`src/rtl/three_phase_pwm_pkg.sv`:
```
// rtl/three_phase_pwm_pkg.sv - shared types and constants for the three-phase PWM capture block
package three_phase_pwm_pkg;

   localparam int NUM_PHASES    = 3;
   localparam int DEFAULT_CNT_W = 32;

   typedef enum logic [1:0] {
      IDLE = 2'd0,
      HIGH = 2'd1,
      LOW  = 2'd2
   } chan_state_t;

endpackage

```
`src/rtl/pwm_capture_channel.sv`:
```
// rtl/pwm_capture_channel.sv - single-line PWM period/high-time capture with stuck-line detection
module pwm_capture_channel
   import three_phase_pwm_pkg::*;
#(
   parameter int CNT_W       = DEFAULT_CNT_W,
   parameter int SYNC_STAGES = 2
) (
   input  logic             clk,
   input  logic             reset,
   input  logic             enable,
   input  logic             pwm_in,
   input  logic [CNT_W-1:0] timeout,
   output logic [CNT_W-1:0] period,
   output logic [CNT_W-1:0] high_time,
   output logic             valid,
   output logic             stuck,
   output logic             stuck_level
);

   chan_state_t            state, state_nxt;
   logic [SYNC_STAGES-1:0] sync;
   logic                   prev;
   logic                   lvl, rise, fall, timed_out;
   logic [CNT_W-1:0]       cnt, cnt_nxt, cnt_inc, ht, ht_nxt;
   logic [CNT_W-1:0]       period_nxt, high_time_nxt;
   logic                   valid_nxt, stuck_nxt, stuck_level_nxt;

   assign lvl       = sync[SYNC_STAGES-1];
   assign rise      = lvl & ~prev;
   assign fall      = ~lvl & prev;
   assign cnt_inc   = (cnt == {CNT_W{1'b1}}) ? cnt : cnt + CNT_W'(1);
   assign timed_out = (timeout != '0) && (cnt >= timeout);

   always_ff @(posedge clk) begin
      if (reset) begin
         sync        <= '0;
         prev        <= 1'b0;
         state       <= IDLE;
         cnt         <= '0;
         ht          <= '0;
         period      <= '0;
         high_time   <= '0;
         valid       <= 1'b0;
         stuck       <= 1'b0;
         stuck_level <= 1'b0;
      end else begin
         sync        <= {sync[SYNC_STAGES-2:0], pwm_in};
         prev        <= lvl;
         state       <= state_nxt;
         cnt         <= cnt_nxt;
         ht          <= ht_nxt;
         period      <= period_nxt;
         high_time   <= high_time_nxt;
         valid       <= valid_nxt;
         stuck       <= stuck_nxt;
         stuck_level <= stuck_level_nxt;
      end
   end

   // A stuck line takes priority over an edge seen in the same cycle.
   always_comb begin
      state_nxt       = state;
      cnt_nxt         = cnt;
      ht_nxt          = ht;
      period_nxt      = period;
      high_time_nxt   = high_time;
      valid_nxt       = 1'b0;
      stuck_nxt       = stuck;
      stuck_level_nxt = stuck_level;
      if (!enable) begin
         state_nxt       = IDLE;
         cnt_nxt         = '0;
         stuck_nxt       = 1'b0;
         stuck_level_nxt = 1'b0;
      end else begin
         case (state)
            IDLE: begin
               if (rise) begin
                  state_nxt = HIGH;
                  cnt_nxt   = CNT_W'(1);
                  stuck_nxt = 1'b0;
               end
            end
            HIGH, LOW: begin
               cnt_nxt = cnt_inc;
               if (timed_out) begin
                  state_nxt       = IDLE;
                  cnt_nxt         = '0;
                  stuck_nxt       = 1'b1;
                  stuck_level_nxt = lvl;
               end else if (state == HIGH && fall) begin
                  ht_nxt    = cnt;
                  state_nxt = LOW;
               end else if (state == LOW && rise) begin
                  period_nxt    = cnt;
                  high_time_nxt = ht;
                  valid_nxt     = 1'b1;
                  cnt_nxt       = CNT_W'(1);
                  state_nxt     = HIGH;
               end
            end
            default: state_nxt = IDLE;
         endcase
      end
   end

endmodule

```
`src/rtl/three_phase_pwm_capture.sv`:
```
// rtl/three_phase_pwm_capture.sv - three independent PWM capture channels plus a shared completion interrupt
module three_phase_pwm_capture
   import three_phase_pwm_pkg::*;
#(
   parameter int CNT_W       = DEFAULT_CNT_W,
   parameter int SYNC_STAGES = 2
) (
   input  logic             Clk,
   input  logic             Reset,
   input  logic             Enable,
   input  logic [2:0]       PwmIn,
   input  logic [CNT_W-1:0] Timeout,
   output logic [CNT_W-1:0] Period_0,
   output logic [CNT_W-1:0] Period_1,
   output logic [CNT_W-1:0] Period_2,
   output logic [CNT_W-1:0] HighTime_0,
   output logic [CNT_W-1:0] HighTime_1,
   output logic [CNT_W-1:0] HighTime_2,
   output logic [2:0]       Valid,
   output logic [2:0]       Stuck,
   output logic [2:0]       StuckLevel,
   input  logic             Interrupt_Enable,
   input  logic             Interrupt_Clear,
   output logic             Interrupt_Active
);

   logic [CNT_W-1:0] period    [NUM_PHASES];
   logic [CNT_W-1:0] high_time [NUM_PHASES];

   for (genvar i = 0; i < NUM_PHASES; i++) begin : g_ch
      pwm_capture_channel #(
         .CNT_W      (CNT_W),
         .SYNC_STAGES(SYNC_STAGES)
      ) u_ch (
         .clk        (Clk),
         .reset      (Reset),
         .enable     (Enable),
         .pwm_in     (PwmIn[i]),
         .timeout    (Timeout),
         .period     (period[i]),
         .high_time  (high_time[i]),
         .valid      (Valid[i]),
         .stuck      (Stuck[i]),
         .stuck_level(StuckLevel[i])
      );
   end

   assign Period_0   = period[0];
   assign Period_1   = period[1];
   assign Period_2   = period[2];
   assign HighTime_0 = high_time[0];
   assign HighTime_1 = high_time[1];
   assign HighTime_2 = high_time[2];

   // Setting wins over a simultaneous clear so no completion is lost.
   always_ff @(posedge Clk) begin
      if (Reset)
         Interrupt_Active <= 1'b0;
      else if (Interrupt_Enable && (|Valid))
         Interrupt_Active <= 1'b1;
      else if (Interrupt_Clear)
         Interrupt_Active <= 1'b0;
   end

endmodule
```
`config.mk`:
```
export PLATFORM = sky130hd
export DESIGN_NAME = three_phase_pwm_capture
export DESIGN_NICKNAME = d
export VERILOG_FILES = /design/src/rtl/three_phase_pwm_pkg.sv /design/src/rtl/pwm_capture_channel.sv /design/src/rtl/three_phase_pwm_capture.sv
export SDC_FILE = /design/constraint.sdc
export NUM_CORES = 1
export LEC_CHECK = 0
export CAP_MARGIN = 10
export CORE_MARGIN = 8
export CORE_UTILIZATION = 35
export CTS_BUF_LIST = sky130_fd_sc_hd__clkbuf_4 sky130_fd_sc_hd__clkbuf_8
export CTS_CLUSTER_SIZE = 16
export DETAILED_ROUTE_END_ITERATION = 8
export PLACE_DENSITY = 0.62
export REMOVE_ABC_BUFFERS = 1
export SKIP_LAST_GASP = 1
export SLEW_MARGIN = 20
export SYNTH_ARGS = -nofsm -noshare
export SYNTH_HDL_FRONTEND = slang
export SYNTH_SLANG_ARGS = --single-unit
```
`constraint.sdc`:
```
create_clock -name Clk -period 3.2 [get_ports Clk]
set_input_delay 0.64 -clock Clk [delete_from_list [all_inputs] [get_ports Clk]]
set_output_delay 0.64 -clock Clk [all_outputs]
set_load 0.05 [all_outputs]
```
==> impl_metrics.json <==
{
  "pwr-share-clk": 0.486,
  "yosysMostFrequentCell": "dfxtp_1",
  "async_flop_share": 0,
  "antenna_found_initial": 1,
  "clock_latency_ns": 0.66,
  "syn-cell-area_um2": 20400,
  "overflow": 0,
  "max_stage_delay_ns": 0.56,
  "hold_violations": 0,
  "nets": 2784,
  "synthCells": 2303,
  "yosys_most_used_dff": "dfxtp_1",
  "crit_arrival_ns": 3.66,
  "dp_hpwl_um": 49000,
  "fp.dieH_um": 258,
  "hold_class": "primary input to flip-flop",
  "synth_top_cell_by_area": "dfxtp_1",
  "p_switching_w": 0.00253,
  "synthXorXnorAreaFrac": 0.000429,
  "crit_path_start_kind": "primary input",
  "fill_cells": 5518,
  "synth_top_area_share": 0.401,
  "cp_top_family": "buffers and inverters",
  "fin_skew_ns": 0.0309,
  "regArea_um2": 8190,
  "cts-root-buf": "clkbuf_8",
  "cts_tree": "yes",
  "grt_max_degree": 161,
  "seq_area_frac_synth": 0.401,
  "yosys.area_share.adder": 0.0680,
  "grt_pass1_wl_um": 106000,
  "crit_type": "primary input to flip-flop",
  "first_iter_violations": 1418,
  "leakagePower_nw": 9.33,
  "internal-power_w": 0.00843,
  "yosys-top-cells-count": "dfxtp_1, mux2i_1, nor2_1",
  "combPwrFrac": 0.048,
  "critPathRequiredTime_ns": 3.75,
  "htree_num_levels": 3,
  "final_cells": 3449,
  "path_max_fanout": 52,
  "ant_nets": 0,
  "finalSetupViolations": 0,
  "wl_um": 67900,
  "drc": 0,
  "synthToLayoutAreaGrowth_pct": 28.3,
  "first_pass_iters": 7,
  "core_area_um2": 57700,
  "wl_per_cell_um": 19.7,
  "switching_share": 0.231,
  "synth_mux_area_frac": 0.114,
  "cts_setup_buffers": 0,
  "yosys_warnings": 0,
  "synth_compound_area_frac": 0.134,
  "rsz0062_at_grt": "yes",
  "cts.path.max_buffers": 3,
  "grt_pass1_vias": 18600,
  "synth_top_family_by_area": "simple AND/OR/NAND/NOR gates",
  "worstSetupEndpointType": "flip-flop",
  "yosys.area_share.simple": 0.225,
  "vias": 18800,
  "ctsResizeCount": 0,
  "multi_input_area_um2": 11100,
  "power_density_nw_per_um2": 418,
  "clkTransAtPathRegs_ns": 0.06,
  "place.gp.congestion": 0.891,
  "cts_hold_buf": 0,
  "crit_buf_inv": 6,
  "yosysUniqueCellTypes": 84,
  "start_util": 0.354,
  "tightest_slew_ns": 1.04,
  "grt_usage": 0.196,
  "fin_crit_sh": 0.972,
  "crit_chain": "clkdlybuf4s50_1 > inv_1 > ha_1 > nand4_1 > inv_1 > a221oi_2 > buf_4 > o22ai_2 > buf_4 > nor3_4 > buf_12 > o21ai_0 > o211ai_1",
  "vias_per_cell": 5.44,
  "ys_ff_latch": 409,
  "layout-drive-gt1-share": 0.134,
  "hold_ws_ns": 0.276,
  "cp_slowest_cell": "clkdlybuf4s50_1",
  "synthTopCellsByArea": "dfxtp_1, mux2i_1, ha_1, nand2b_1, nand3_1",
  "cts_buffers": 74,
  "status": "finished clean",
  "io-pin-count": 242,
  "relSlewSlack": 0.300,
  "max_clock_freq_ghz": 0.322,
  "dieArea_um2": 66300,
  "drv_cap": 0,
  "syn_avg_cell_area_um2": 8.86,
  "synth_edf_count": 0,
  "chipWidth_um": 258,
  "dpl.cell_count": 3322,
  "period_needed_ns": 3.11,
  "core.rowCount": 88,
  "port_buffers": 241,
  "fin_setup_tns_ns": 0,
  "peakVddDrop_v": 0.000262,
  "slew_violations": 0,
  "seq_power_share": 0.466,
  "clock-sinks": 409
}
-- placed cells by master (no fill, tap or decap), types with 14 or more instances in the layout --
cell / count
clkdlybuf4s50_1: 239
o211ai_1: 17
a21oi_1: 134
nor3_1: 31
a31oi_1: 56
and3_1: 31
o21ai_0: 81
buf_12: 20
nor2_1: 182
mux2i_1: 233
nand3_1: 170
nand4_1: 85
inv_1: 71
o21ai_1: 30
nand2_1: 127
buf_4: 165
ha_1: 111
nand2b_1: 137
clkbuf_8: 99
dfxtp_1: 409
nor4_1: 22
nor2b_1: 14
-- through the flow --
stage | utilization | total power (W) | instance area (um2) | setup WS (ns)
3_5_place_dp | 0.426 | 0.00573 | 24600 | -0.623
5_1_grt | 0.454 | 0.0114 | 26200 | -0.0258
3_3_place_gp | 0.426 | 0.00572 | 24600 | -0.638
2_1_floorplan | - | 0.00542 | 19500 | -8.24
6_report | 0.454 | 0.0110 | 26200 | 0.0899
4_1_cts | 0.454 | 0.0111 | 26200 | 0.0687
-- worst reg2reg max path, cell delays in order (launching register included) --
cell      delay [ns]
dfxtp_1         0.57
ha_1            0.33
nand4_1         0.16
inv_1           0.08
a221oi_2        0.32
buf_4           0.18
o22ai_2         0.11
buf_4           0.19
nor3_4          0.20
buf_12          0.25
o21ai_0         0.18
o211ai_1        0.24
-- power groups by stage --
stage	clock (W)	combinational, W	sequential [W]
3_5_place_dp	0	0.000514	0.00522
4_1_cts	0.00549	0.000514	0.00511
5_1_grt	0.00573	0.000561	0.00511
6_report	0.00533	0.000523	0.00511
2_1_floorplan	0	0.000207	0.00522
3_3_place_gp	0	0.000502	0.00522
-- final cells by class --
type                       count  area share
sequential                   409       0.313
inverter                      74      0.0106
clock inverter                14     0.00564
multi-input combinational   1648       0.424
timing repair buffer         426       0.155
tap                          765      0.0365
clock buffer                 112      0.0557
antenna                        1   0.0000955
-- cell families after synthesis --
kind of cell	Yosys count
AOI/OAI and AO/OA	432
buffers and inverters	246
adders and majority gates	111
and+or+nand+nor	871
xor gates and xnor gates	1
DFF	409
muxes	233
-- flip-flops by register name, summed over array words and instances (netlist names) --
name and cells:
g_ch.u_ch.valid 3, Interrupt_Active 1, g_ch.u_ch.period 96, g_ch.u_ch.stuck 3, g_ch.u_ch.prev 3, g_ch.u_ch.state 6
g_ch.u_ch.high_time 96, g_ch.u_ch.sync 6, g_ch.u_ch.cnt 96, g_ch.u_ch.stuck_level 3, g_ch.u_ch.ht 96
-- final timing paths --
check,to,cells past startpoint,startpoint,slack (ns)
max reg2reg,g_ch[1].u_ch.cnt[21]$_SDFFE_PP0P_,11,g_ch[1].u_ch.cnt[27]$_SDFFE_PP0P_,0.32
min,g_ch[2].u_ch.prev$_SDFF_PP0_,2,Reset,0.28
max,g_ch[1].u_ch.cnt[21]$_SDFFE_PP0P_,13,Timeout[25],0.09
min reg2reg,g_ch[0].u_ch.sync[1]$_SDFF_PP0_,1,g_ch[0].u_ch.sync[0]$_SDFF_PP0_,0.42
-- routing by layer --
layer,routed length [um],vias up,track usage
met5,0,-,0
met3,4950,119,0.0411
met1,31000,8941,0.264
met4,1980,0,0.0742
met2,30100,706,0.307
li1,-,9008,-
Note: power is estimated with default switching activity, not from simulation.
